==> config.mk <==
export PLATFORM = sky130hd
export DESIGN_NAME = mod_mult_barrett_pipeline
export DESIGN_NICKNAME = d
export VERILOG_FILES = /design/src/rtl/kyber_pkg.sv /design/src/rtl/mod_barrett_reduce.sv /design/src/rtl/mod_mult_barrett_pipeline.sv
export SDC_FILE = /design/constraint.sdc
export NUM_CORES = 1
export LEC_CHECK = 0
export ABC_AREA = 1
export ABC_CLOCK_PERIOD_IN_PS = 5200
export CAP_MARGIN = 20
export CORE_MARGIN = 4
export CORE_UTILIZATION = 60
export DETAILED_ROUTE_END_ITERATION = 12
export PLACE_DENSITY = 0.83
export SLEW_MARGIN = 20
export SYNTH_ARGS = -nofsm -noshare
export SYNTH_HDL_FRONTEND = slang
export SYNTH_SLANG_ARGS = --single-unit
==> constraint.sdc <==
create_clock -name clk -period 5.2 [get_ports clk]
set_clock_uncertainty 0.15 [all_clocks]
set_input_delay 0.52 -clock clk [delete_from_list [all_inputs] [get_ports clk]]
set_output_delay 0.52 -clock clk [all_outputs]
set_load 0.02 [all_outputs]
==> src/rtl/kyber_pkg.sv <==
// rtl/kyber_pkg.sv - shared Kyber arithmetic constants for the NTT modular datapath
package kyber_pkg;

   localparam int KYBER_DATA_WIDTH = 12;
   localparam int KYBER_Q          = 3329;
   localparam int KYBER_BARRETT_K  = 2 * KYBER_DATA_WIDTH;
   localparam int KYBER_BARRETT_M  = (1 << KYBER_BARRETT_K) / KYBER_Q;

   // Bits needed to hold the Barrett constant m.
   function automatic int barrett_m_width(input int m);
      return $clog2(m + 1);
   endfunction

endpackage

==> src/rtl/mod_barrett_reduce.sv <==
// rtl/mod_barrett_reduce.sv - three-stage Barrett reduction of a 2*DATA_WIDTH product
module mod_barrett_reduce
   import kyber_pkg::*;
#(
   parameter int DATA_WIDTH = KYBER_DATA_WIDTH,
   parameter int MODULUS    = KYBER_Q,
   parameter int BARRETT_K  = KYBER_BARRETT_K,
   parameter int BARRETT_M  = KYBER_BARRETT_M
) (
   input  logic                      clk,
   input  logic                      rst_n,
   input  logic                      enable_i,
   input  logic                      valid_i,
   input  logic [2*DATA_WIDTH-1:0]   p_i,
   output logic [DATA_WIDTH-1:0]     result_o,
   output logic                      valid_o
);

   localparam int PW = 2 * DATA_WIDTH;
   localparam int MW = barrett_m_width(BARRETT_M);
   localparam int RW = DATA_WIDTH + 2;
   localparam logic [MW-1:0] M_W = MW'(BARRETT_M);
   localparam logic [RW-1:0] Q_R = RW'(MODULUS);

   logic [PW+MW-1:0] pm;
   logic [RW-1:0]    qh_d, qh_q;
   logic [RW-1:0]    p2_d, p2_q;
   logic [RW-1:0]    r_d, r_q;
   logic [DATA_WIDTH-1:0] res_d, res_q;
   logic             v2_q, v3_q, v4_q;

   // True remainder is below 2*MODULUS, so everything after the quotient
   // estimate can be done modulo 2^RW without losing information.
   always_comb begin
      pm    = {{MW{1'b0}}, p_i} * {{PW{1'b0}}, M_W};
      qh_d  = RW'(pm >> BARRETT_K);
      p2_d  = RW'(p_i);
      r_d   = p2_q - (qh_q * Q_R);
      res_d = DATA_WIDTH'((r_q >= Q_R) ? (r_q - Q_R) : r_q);
   end

   always_ff @(posedge clk or negedge rst_n) begin
      if (!rst_n) begin
         qh_q  <= '0;
         p2_q  <= '0;
         r_q   <= '0;
         res_q <= '0;
         v2_q  <= 1'b0;
         v3_q  <= 1'b0;
         v4_q  <= 1'b0;
      end else if (enable_i) begin
         qh_q  <= qh_d;
         p2_q  <= p2_d;
         r_q   <= r_d;
         res_q <= res_d;
         v2_q  <= valid_i;
         v3_q  <= v2_q;
         v4_q  <= v3_q;
      end
   end

   assign result_o = res_q;
   assign valid_o  = v4_q;

endmodule

==> src/rtl/mod_mult_barrett_pipeline.sv <==
// rtl/mod_mult_barrett_pipeline.sv - 4-stage (a*b) mod q multiplier; MOD_MULT_RANGE_CHECK_EN adds range_err
module mod_mult_barrett_pipeline
   import kyber_pkg::*;
#(
   parameter int DATA_WIDTH = KYBER_DATA_WIDTH,
   parameter int MODULUS    = KYBER_Q,
   parameter int BARRETT_K  = KYBER_BARRETT_K,
   parameter int BARRETT_M  = KYBER_BARRETT_M
) (
   input  logic                  clk,
   input  logic                  rst_n,
   input  logic                  enable,
   input  logic                  valid_in,
   input  logic [DATA_WIDTH-1:0] a,
   input  logic [DATA_WIDTH-1:0] b,
   output logic [DATA_WIDTH-1:0] result,
   output logic                  valid_out
`ifdef MOD_MULT_RANGE_CHECK_EN
   ,
   output logic                  range_err
`endif
);

   localparam int PW = 2 * DATA_WIDTH;

   logic [PW-1:0] p_d, p_q;
   logic          v1_q;

`ifdef MOD_MULT_RANGE_CHECK_EN
   localparam logic [DATA_WIDTH:0] Q_X = (DATA_WIDTH + 1)'(MODULUS);
   logic       rerr_d;
   logic [3:0] rerr_q;

   // An out-of-range item enters the reducer as p=0 so its result comes out 0.
   always_comb begin
      rerr_d = ({1'b0, a} >= Q_X) || ({1'b0, b} >= Q_X);
      p_d    = rerr_d ? '0 : ({{DATA_WIDTH{1'b0}}, a} * {{DATA_WIDTH{1'b0}}, b});
   end

   always_ff @(posedge clk or negedge rst_n) begin
      if (!rst_n) begin
         rerr_q <= '0;
      end else if (enable) begin
         rerr_q <= {rerr_q[2:0], rerr_d};
      end
   end

   assign range_err = rerr_q[3];
`else
   always_comb begin
      p_d = {{DATA_WIDTH{1'b0}}, a} * {{DATA_WIDTH{1'b0}}, b};
   end
`endif

   always_ff @(posedge clk or negedge rst_n) begin
      if (!rst_n) begin
         p_q  <= '0;
         v1_q <= 1'b0;
      end else if (enable) begin
         p_q  <= p_d;
         v1_q <= valid_in;
      end
   end

   mod_barrett_reduce #(
      .DATA_WIDTH (DATA_WIDTH),
      .MODULUS    (MODULUS),
      .BARRETT_K  (BARRETT_K),
      .BARRETT_M  (BARRETT_M)
   ) u_reduce (
      .clk      (clk),
      .rst_n    (rst_n),
      .enable_i (enable),
      .valid_i  (v1_q),
      .p_i      (p_q),
      .result_o (result),
      .valid_o  (valid_out)
   );

endmodule

* After elaboration in Yosys (flattened, before gate mapping)
Cells that the tools add are included.
** Cells by class
- $add $sub $neg :: 2
- $mul :: 3
- Divide/modulo/power cells :: 0
- Order comparisons :: 1
- Equality and inequality tests :: 0
- Shifts and indexed selects :: 0
- Multiplexer cells :: 1
- Bitwise operators :: 0
- Reductions and logical operators :: 0
** Operators by type and width (count)
- 24-bit by 13-bit multiplier with 37-bit output, second input constant :: 1
- 12-bit by 12-bit multiplier with 24-bit output :: 1
- 14-bit by 12-bit >= comparator with 1-bit output, second input constant :: 1
- 13-bit by 12-bit multiplier with 14-bit output, second input constant :: 1
- 14-bit subtractor :: 1
- 12-bit 2-to-1 mux :: 1
- 12-bit subtractor, second input constant :: 1
** Word-level totals
- Register bits :: 81
- Latch bits :: 0
- RAM bits :: 0
- Bits in read-only memories :: 0
- Bits of input ports :: 28
- Word-level logic and storage cells :: 16
- Memories :: 0

* Logic depth before layout (Yosys ltp)
Gate-level depths: netlist (run 1).
- Word-level depth :: 2
- Mapped depth :: 24

* By module
From an unflattened synthesis (run 1), not the netlist that was laid out.
** Unflattened totals
- Cells, all modules :: 1987
- Area total of the unflattened synthesis :: 15792.6 um^2
** By module, submodules not included
- mod_barrett_reduce :: times used 1, cells an instance 1176, area an instance 9834.4 um^2
- mod_mult_barrett_pipeline :: times used 1, cells an instance 811, area an instance 5958.2 um^2

* Worst setup path before layout (run 1)
Ideal clock, no wire load.
- Kind :: input port to flip-flop
- Start point :: input port a[9]
- End point :: register p_q[19]
- Arrival time :: 4812 ps
- Required time :: 4933 ps
- Slack :: 121 ps
- Cell stages on the path :: 18
- Buffers on the path :: 1
- Path through :: clkbuf_1 -> nand2_1 -> fa_1 -> inv_1 -> fa_1 -> fa_1 -> fa_1 -> inv_1 -> fa_1 -> inv_1 -> ha_1 -> a21oi_1 -> a21boi_0 -> inv_1 -> a21oi_1 -> nand3b_1 -> nand3_1 -> nand2_1
** On the way
- Cells in the longest elaborated chain, start to end :: 1
** Ends and longest elaborated chain
- start, declared :: line mod_mult_barrett_pipeline.sv:14 : input logic [DATA_WIDTH-1:0] a,
- 12-bit by 12-bit multiplier with 24-bit output :: line mod_mult_barrett_pipeline.sv:51 : p_d = {{DATA_WIDTH{1'b0}}, a} * {{DATA_WIDTH{1'b0}}, b};
- end signal, assigned :: line mod_mult_barrett_pipeline.sv:60 : p_q <= p_d;
- end, declared :: line mod_mult_barrett_pipeline.sv:26 : logic [PW-1:0] p_d, p_q;
No other way between the ends.
A chain may end at the register's enable or synchronous reset.

* Worst setup path after layout (run 1)
- Start point :: input port b[3]
- End point :: register p_q[17]
** On the way
- Cells in the longest elaborated chain, start to end :: 1
** Ends and longest elaborated chain
- start, declared :: line mod_mult_barrett_pipeline.sv:15 : input logic [DATA_WIDTH-1:0] b,
- 12-bit by 12-bit multiplier with 24-bit output :: line mod_mult_barrett_pipeline.sv:51
No other way between the ends.

==> PnR_summary.wiki, run 1 <==
{| class="wikitable"
! Metric !! Value
|-
| Worst-case clock buffer depth || 2
|-
| Starting density of the core || 0.613
|-
| Final count of pins violating max slew || 0
|-
| Cell variety after synth || 41
|-
| Time the worst path needs with I/O delays and setup || 5.08 ns
|-
| Sinks on Clock Net || between 80 and 90
|-
| Final net count || roughly 2600
|-
| Clock edge transition at the registers on the reported setup and hold paths || 0.07 ns
|-
| Total vias in the final route || 13000
|-
| Count of state elements after synthesis || 81
|-
| Fmax || ~200 MHz
|-
| Initial antenna violation count || 0
|-
| Diode count || 0
|-
| Core area || ~25000 um2
|-
| Worst min-delay path class || primary input to asynchronous set/reset pin
|-
| Number of enable-type register cells in the synthesized netlist || 0
|-
| Sort of element at the start of the critical path || primary input
|-
| Proportion of synthesized flip-flops having asynchronous set or reset || 1.00
|-
| Fraction of the yosys area taken by sequential cells || 0.131
|-
| Crit Path Category || primary input to flop
|-
| Horizontal die dimension || 169 um
|-
| Final worst-path setup slack || about 0.12 ns
|-
| Worst-Skew Late Latency || ~0.36 ns
|-
| Slew HR || 0.452
|-
| Mapped Nets || around 2400
|-
| Total of endpoints with negative setup slack in the final report || 0
|-
| Required time of the worst setup path || approximately 5.3 ns
|-
| Outcome || completed
|-
| Residual DRC || 0
|-
| Detailed router's first-iteration violation count || approximately 900
|-
| Vias in the first global route || between 10000 and 15000
|-
| Post-detailed-route wirelength per cell || between 15 and 20 um
|-
| Total gr overflow || 0
|-
| H-Tree Level Count || 3
|-
| Minimum setup slack after placement || -0.832 ns
|-
| Avg Inst Size Synth || between 8 and 9 um2
|-
| Root Buffer || sky130_fd_sc_hd__clkbuf_16
|-
| Number of iterations in the first detailed-routing pass || 7
|-
| Global-route wire length before repair || 63.5 mm
|-
| Number of core rows || 58
|-
| Total of hold buffers inserted after clock tree synthesis || 0
|-
| Port Buffer Count || 40
|-
| GP Congestion || 0.937
|-
| Post-Synthesis Cell Area || 15500 um2
|-
| Global router's overall resource usage || 0.273
|-
| Critical path endpoint category || flop
|-
| Data arrival time of the critical path || 5.22 ns
|-
| Count of mapped cells out of synthesis || 1930
|-
| Detail-routed via count per cell || approximately 5.4
|-
| Post-DP HPWL || roughly 32 mm
|-
| Overall die area || about 28000 um2
|-
| Final hold viol count || 0
|-
| TritonCTS clock tree || built
|-
| Final period util || 0.977
|-
| Commonest register cell after synthesis || sky130_fd_sc_hd__dfrtp_1
|-
| Layout Area Growth over Synthesis || 14.6%
|-
| Top-Level Pins || between 40 and 50
|-
| Fraction of final layout cells with drive strength greater than 1 || 0.109
|-
| Pin count of the biggest net entering global routing || 82
|-
| Die extent in y || 169 um
|-
| Total number of yosys warnings || 0
|-
| Total routed wirelength || ~38 mm
|-
| Max capacitance violation total || 0
|-
| Num CTS Buffers || 9
|-
| Slew at the pin closest to its max-slew limit || between 0.8 and 0.9 ns
|-
| Post-detailed-route count of antenna-violating nets || 0
|-
| Largest driver fanout on the critical path || 8
|}
[routing by layer]
metal	share of wire	vias to the layer above	track usage
li1	-	6157	-
met1	0.41	6328	0.357
met2	0.50	403	0.472
met3	0.050	108	0.0318
met4	0.038	0	0.0992
met5	0	-	0
[state kept, by name, summed over array words and instances (netlist names), 12 cells and up]
name	count
u_reduce.result_o	12
u_reduce.qh_q	13
p_q	24
u_reduce.r_q	14
u_reduce.p2_q	14
[critical path, cell delays in order]
cell and delay, ns:
sky130_fd_sc_hd__clkdlybuf4s50_1 0.49, sky130_fd_sc_hd__buf_6 0.15, sky130_fd_sc_hd__nand2_1 0.08, sky130_fd_sc_hd__fa_1 0.46, sky130_fd_sc_hd__fa_1 0.52, sky130_fd_sc_hd__inv_1 0.06, sky130_fd_sc_hd__fa_2 0.48, sky130_fd_sc_hd__fa_1 0.54
sky130_fd_sc_hd__inv_1 0.06, sky130_fd_sc_hd__fa_1 0.53, sky130_fd_sc_hd__inv_1 0.07, sky130_fd_sc_hd__ha_4 0.25, sky130_fd_sc_hd__buf_4 0.15, sky130_fd_sc_hd__nand2_4 0.09, sky130_fd_sc_hd__nor2_4 0.04, sky130_fd_sc_hd__o21ai_1 0.10
sky130_fd_sc_hd__nand2_1 0.14, sky130_fd_sc_hd__a21oi_2 0.16, sky130_fd_sc_hd__inv_1 0.05, sky130_fd_sc_hd__nand2_1 0.07, sky130_fd_sc_hd__nand3_1 0.10, sky130_fd_sc_hd__nand2_1 0.10
[repair_timing]
action,CTS,global route
endpoints found under the hold margin,0,0
gates cloned,1,1
setup buffers,4,3
endpoints found under the setup margin,9,21
pin swaps,8,41
gates resized for setup,25,93
[layout make-up]
| class | instances | area [um2] |
|---|---|---|
| Sequential cell | 81 | 2040 |
| Fill cell | 1927 | 7550 |
| Multi-Input combinational cell | 1344 | 11900 |
| Clock inverter | 6 | 72.6 |
| Clock buffer | 10 | 239 |
| Tap cell | 330 | 413 |
| Inverter | 463 | 1740 |
| Timing Repair Buffer | 162 | 1330 |
[through the flow]
stage | std cells | hold slack, ns | setup TNS [ns] | area, um2 | util
3_5_place_dp | 2371 | 0.309 | -6.37 | 17000 | 0.671
5_1_grt | 2396 | 0.132 | -0.0682 | 17800 | 0.702
3_3_place_gp | 2371 | 0.303 | -4.80 | 17000 | 0.671
2_1_floorplan | 1930 | 0.0744 | 0 | 15500 | -
6_report | 2396 | 0.0294 | 0 | 17800 | 0.702
4_1_cts | 2392 | 0.265 | -0.0565 | 17400 | 0.686
[placed cells by master, fill, tap and decap left out, types with 17 or more instances in the layout]
| cell | instances |
|---|---|
| sky130_fd_sc_hd__inv_1 | 461 |
| sky130_fd_sc_hd__nand2_1 | 432 |
| sky130_fd_sc_hd__fa_1 | 233 |
| sky130_fd_sc_hd__ha_1 | 214 |
| sky130_fd_sc_hd__buf_4 | 114 |
| sky130_fd_sc_hd__nor2_1 | 89 |
| sky130_fd_sc_hd__nand3_1 | 76 |
| sky130_fd_sc_hd__dfrtp_1 | 73 |
| sky130_fd_sc_hd__o21ai_0 | 56 |
| sky130_fd_sc_hd__a21oi_1 | 54 |
| sky130_fd_sc_hd__clkdlybuf4s50_1 | 21 |
| sky130_fd_sc_hd__a31oi_1 | 17 |
[synth_stat cells (3+ instances only)]
master / instances / share of area
sky130_fd_sc_hd__a31oi_1: 19 / 0.0077
sky130_fd_sc_hd__inv_1: 462 / 0.11
sky130_fd_sc_hd__nand3b_1: 3 / 0.0015
sky130_fd_sc_hd__clkbuf_1: 39 / 0.0094
sky130_fd_sc_hd__o21bai_1: 4 / 0.0019
sky130_fd_sc_hd__nor2_1: 98 / 0.024
sky130_fd_sc_hd__o22ai_1: 3 / 0.0012
sky130_fd_sc_hd__o21ai_0: 66 / 0.021
sky130_fd_sc_hd__or2_2: 4 / 0.0016
sky130_fd_sc_hd__o21a_1: 3 / 0.0015
sky130_fd_sc_hd__a21oi_1: 63 / 0.020
sky130_fd_sc_hd__ha_1: 225 / 0.18
sky130_fd_sc_hd__o21ai_1: 5 / 0.0016
sky130_fd_sc_hd__nand2_1: 447 / 0.11
sky130_fd_sc_hd__nand4_1: 16 / 0.0065
sky130_fd_sc_hd__nor3_1: 14 / 0.0045
sky130_fd_sc_hd__nand3_1: 78 / 0.025
sky130_fd_sc_hd__dfrtp_1: 81 / 0.13
sky130_fd_sc_hd__fa_1: 236 / 0.30
sky130_fd_sc_hd__xnor2_1: 12 / 0.0068
sky130_fd_sc_hd__xor2_1: 16 / 0.0090
sky130_fd_sc_hd__o211ai_1: 3 / 0.0015
sky130_fd_sc_hd__a21o_1: 9 / 0.0044
[cell families after synthesis]
family,synth area share
compound gates,0.0656
xor+xnor,0.0158
flops,0.131
fa+ha+maj,0.486
buf+inv,0.123
simple gates,0.178
[worst paths after layout]
check                      startpoint  slack (ns)               end  cells past startpoint
max                              b[3]        0.12           p_q[17]                     22
min                             rst_n        0.03  u_reduce.qh_q[3]                      1
min in group clk                 v1_q        0.32              v1_q                      2
max reg2reg                   p_q[19]        0.15  u_reduce.qh_q[4]                     16
max in group asynchronous       rst_n        4.22            p_q[9]                      1
min reg2reg                      v1_q        0.32              v1_q                      2
Power of run 1 is left out: the tool's default activity adds up to more than one toggle a clock period on the data nets, which glitch-free logic cannot reach.
==> run 2, diff against run 1 <==
CORE_UTILIZATION = 43   (was 60)
PLACE_DENSITY = 0.64   (was 0.83)
==> run 2 against run 1 <==
Effect of this change:
- hold slack lost 0.0022 ns
- die area grew 38%
- non-clock buffer count increased by 3
- first-iteration DRC count shrank 32%
- maximum frequency grew 0.62%
- setup slack better by 0.031 ns
- cell count increased by 5.6%
- design area about the same
- global-route usage is 7.0 points lower
==> PnR_summary.wiki, run 2 (synthesized netlist as in run 1, its figures left out) <==
{| class="wikitable"
! Metric !! Value
|-
| Filler instances || 3425 (was 1927)
|-
| Outcome || completed (unchanged)
|-
| Fraction of final layout cells with drive strength greater than 1 || 0.0962 (was 0.109)
|-
| Required time of the worst setup path || 5.24 ns (was 5.34 ns)
|-
| Slew at the pin closest to its max-slew limit || 1.03 ns (was 0.822 ns)
|-
| Total of endpoints with negative setup slack in the final report || 0 (unchanged)
|-
| Total length of routed met2 wires || 18.6 mm (was 19.3 mm)
|-
| Most frequent cells in the layout || sky130_fd_sc_hd__inv_1, sky130_fd_sc_hd__nand2_1, sky130_fd_sc_hd__fa_1 (unchanged)
|-
| Total routed wirelength || 38.5 mm (was 38.4 mm)
|-
| Number of core rows || 69 (was 58)
|-
| Met3 routed WL || 1.28 mm (was 1.91 mm)
|-
| Post-detailed-route count of antenna-violating nets || 0 (unchanged)
|-
| Detailed router's first-iteration violation count || 599 (was 884)
|-
| Die extent in y || 198 um (was 169 um)
|-
| Final net count || 2553 (was 2550)
|-
| Final count of pins violating max slew || 0 (unchanged)
|-
| Cell depth of the worst flop-to-flop path || 16 (unchanged)
|-
| Cell with the most instances on the worst path || sky130_fd_sc_hd__fa_1
|-
| Layout Area Growth over Synthesis || 14.5% (was 14.6%)
|-
| Crit Path Category || primary input to flop (unchanged)
|-
| Uppermost metal layer occupied by signal nets || met4 (unchanged)
|-
| Port Buffer Count || 40 (unchanged)
|-
| WP depth || 19 (was 22)
|-
| Total vias in the final route || 12500 (was 13000)
|-
| Vias in the first global route || 13200 (about the same)
|-
| Largest driver fanout on the critical path || 7 (was 8)
|-
| Routed length on met1 || 17.4 mm (was 15.8 mm)
|-
| Most frequent standard cell in the layout excluding fill and tap cells || sky130_fd_sc_hd__inv_1 (unchanged)
|-
| Sort of element at the start of the critical path || primary input (unchanged)
|-
| TritonCTS clock tree || built (unchanged)
|-
| Worst-case clock buffer depth || 2 (unchanged)
|-
| Cells along the critical path || dlygate4sd2_1 > buf_4 > nand2_1 > fa_1 > inv_1 > fa_1 > fa_1 > inv_1 > fa_1 > inv_1 > ha_1 > ha_1 > nand2_1 > nor3_1 > nand4_1 > nand3_1 > nand2_1 > nand3_1 > o21ai_0 (was clkdlybuf4s50_1 > buf_6 > nand2_1 > fa_1 > fa_1 > inv_1 > fa_2 > fa_1 > inv_1 > fa_1 > inv_1 > ha_4 > buf_4 > nand2_4 > nor2_4 > o21ai_1 > nand2_1 > a21oi_2 > inv_1 > nand2_1 > nand3_1 > nand2_1)
|-
| Final period util || 0.971 (was 0.977)
|-
| Post-detailed-route wirelength per cell || 15.2 um (was 16.0 um)
|-
| Number of iterations in the first detailed-routing pass || 5 (was 7)
|-
| Data arrival time of the critical path || 5.09 ns (was 5.22 ns)
|-
| Worst min-delay path class || primary input to asynchronous set/reset pin (unchanged)
|-
| Global-route wire length before repair || 64.9 mm (was 63.5 mm)
|-
| GP Congestion || 0.936 (was 0.937)
|-
| Horizontal die dimension || 198 um (was 169 um)
|-
| Top-Level Pins || 41 (unchanged)
|-
| Sinks on Clock Net || 81 (unchanged)
|-
| Post-DP HPWL || 33.1 mm (was 31.8 mm)
|-
| Max capacitance violation total || 0 (unchanged)
|-
| Root Buffer || sky130_fd_sc_hd__clkbuf_16 (unchanged)
|-
| Global router's overall resource usage || 0.203 (was 0.273)
|-
| Time the worst path needs with I/O delays and setup || 5.05 ns (was 5.08 ns)
|-
| Cell family with the largest share of critical-path delay || adder cells (unchanged)
|-
| Detail-routed via count per cell || 4.96 (was 5.42)
|-
| Num CTS Buffers || 9 (unchanged)
|-
| Register ranked first by flip-flop count || p_q (unchanged)
|-
| Diode count || 0 (unchanged)
|-
| Minimum setup slack after placement || -0.602 ns (was -0.832 ns)
|-
| Post-Place Cells || 2510 (was 2371)
|-
| Final worst-path setup slack || 0.153 ns (was 0.122 ns)
|-
| Pin count of the biggest net entering global routing || 110 (was 82)
|-
| Storage cell area || 2030 um2 (was 2040 um2)
|-
| Clock edge transition at the registers on the reported setup and hold paths || 0.07 ns (about the same)
|-
| Starting density of the core || 0.436 (was 0.613)
|-
| Slew HR || 0.315 (was 0.452)
|-
| Buffering stage count on the worst path with inverters included || 5 (was 7)
|-
| Worst path max stage delay || 0.54 ns (about the same)
|-
| Number of flip-flops in the largest register || 24 (unchanged)
|-
| Overall die area || 39200 um2 (was 28500 um2)
|-
| Registers with the highest flip-flop counts || p_q (24), u_reduce.p2_q (14), u_reduce.r_q (14) (unchanged)
|-
| Core area || 35600 um2 (was 25300 um2)
|-
| Initial antenna violation count || 0 (unchanged)
|-
| Filler-free cell count of the finished design || 2530 (was 2396)
|-
| Final hold viol count || 0 (unchanged)
|-
| H-Tree Level Count || 3 (unchanged)
|-
| Residual DRC || 0 (unchanged)
|-
| Fmax || 198 MHz (was 197 MHz)
|-
| Multi-input gate area in the final layout || 11800 um2 (was 11900 um2)
|-
| Total gr overflow || 0 (unchanged)
|-
| Hold slack || 0.0273 ns (was 0.0294 ns)
|-
| Worst-Skew Late Latency || 0.35 ns (was 0.36 ns)
|-
| Critical path endpoint category || flop (unchanged)
|-
| Worst-path cell with the longest stage delay || sky130_fd_sc_hd__fa_1 (unchanged)
|}
-- run 2: worst register-to-register path, cell delays in order, from the launching register on --
cell,delay [ns]
sky130_fd_sc_hd__dfrtp_2,0.50
sky130_fd_sc_hd__fa_1,0.63
sky130_fd_sc_hd__fa_1,0.46
sky130_fd_sc_hd__fa_1,0.50
sky130_fd_sc_hd__fa_1,0.55
sky130_fd_sc_hd__inv_1,0.05
sky130_fd_sc_hd__fa_1,0.52
sky130_fd_sc_hd__inv_1,0.06
sky130_fd_sc_hd__ha_1,0.30
sky130_fd_sc_hd__a21oi_1,0.25
sky130_fd_sc_hd__o21ai_0,0.18
sky130_fd_sc_hd__nand2_1,0.09
sky130_fd_sc_hd__a21oi_1,0.07
sky130_fd_sc_hd__nor3_1,0.21
sky130_fd_sc_hd__nand3_1,0.12
sky130_fd_sc_hd__nand3_1,0.13
sky130_fd_sc_hd__nand2_1,0.07
-- run 2: through the flow --
stage               TNS (ns)  area [um2]   util
floorplan                  0       15500      -
global placement       -5.47       17200  0.484
detailed placement     -6.86       17200  0.484
CTS                        0       17500  0.492
global route         -0.0238       17800  0.500
finish                     0       17800  0.500
-- run 2: routing by layer --
layer / vias up / GRT usage
met5: - / 0
met4: 0 / 0.0574
met3: 55 / 0.0185
met2: 236 / 0.345
met1: 6105 / 0.279
li1: 6153 / -
-- run 2: cell type report --
type                            count  share of cell area
Sequential cell                    81               0.115
Multi-Input combinational cell   1344               0.662
Clock buffer                       10              0.0135
Inverter                          463              0.0979
Clock inverter                      6             0.00275
Timing Repair Buffer              165              0.0771
Tap cell                          461              0.0325
-- run 2: repair_timing --
item	4_1_cts	5_1_grt
buffers inserted	0	1
resized for setup	19	59
endpoints found under the hold margin	0	0
endpoints found under the setup margin	11	19
hold buffers	0	0
pin swaps	0	16
cloned	0	3
-- run 2: final timing paths --
kind	startpoint	to	slack [ns]
worst max-delay path	b[8]	p_q[23]	0.15
worst min-delay path	rst_n	u_reduce.r_q[13]	0.03
worst max register to register	p_q[15]	u_reduce.qh_q[7]	0.26
worst min register to register	u_reduce.v2_q	u_reduce.v2_q	0.32
max in group asynchronous	rst_n	p_q[7]	4.28
min in group clk	u_reduce.v2_q	u_reduce.v2_q	0.32
Power of run 2 is left out for the same reason.
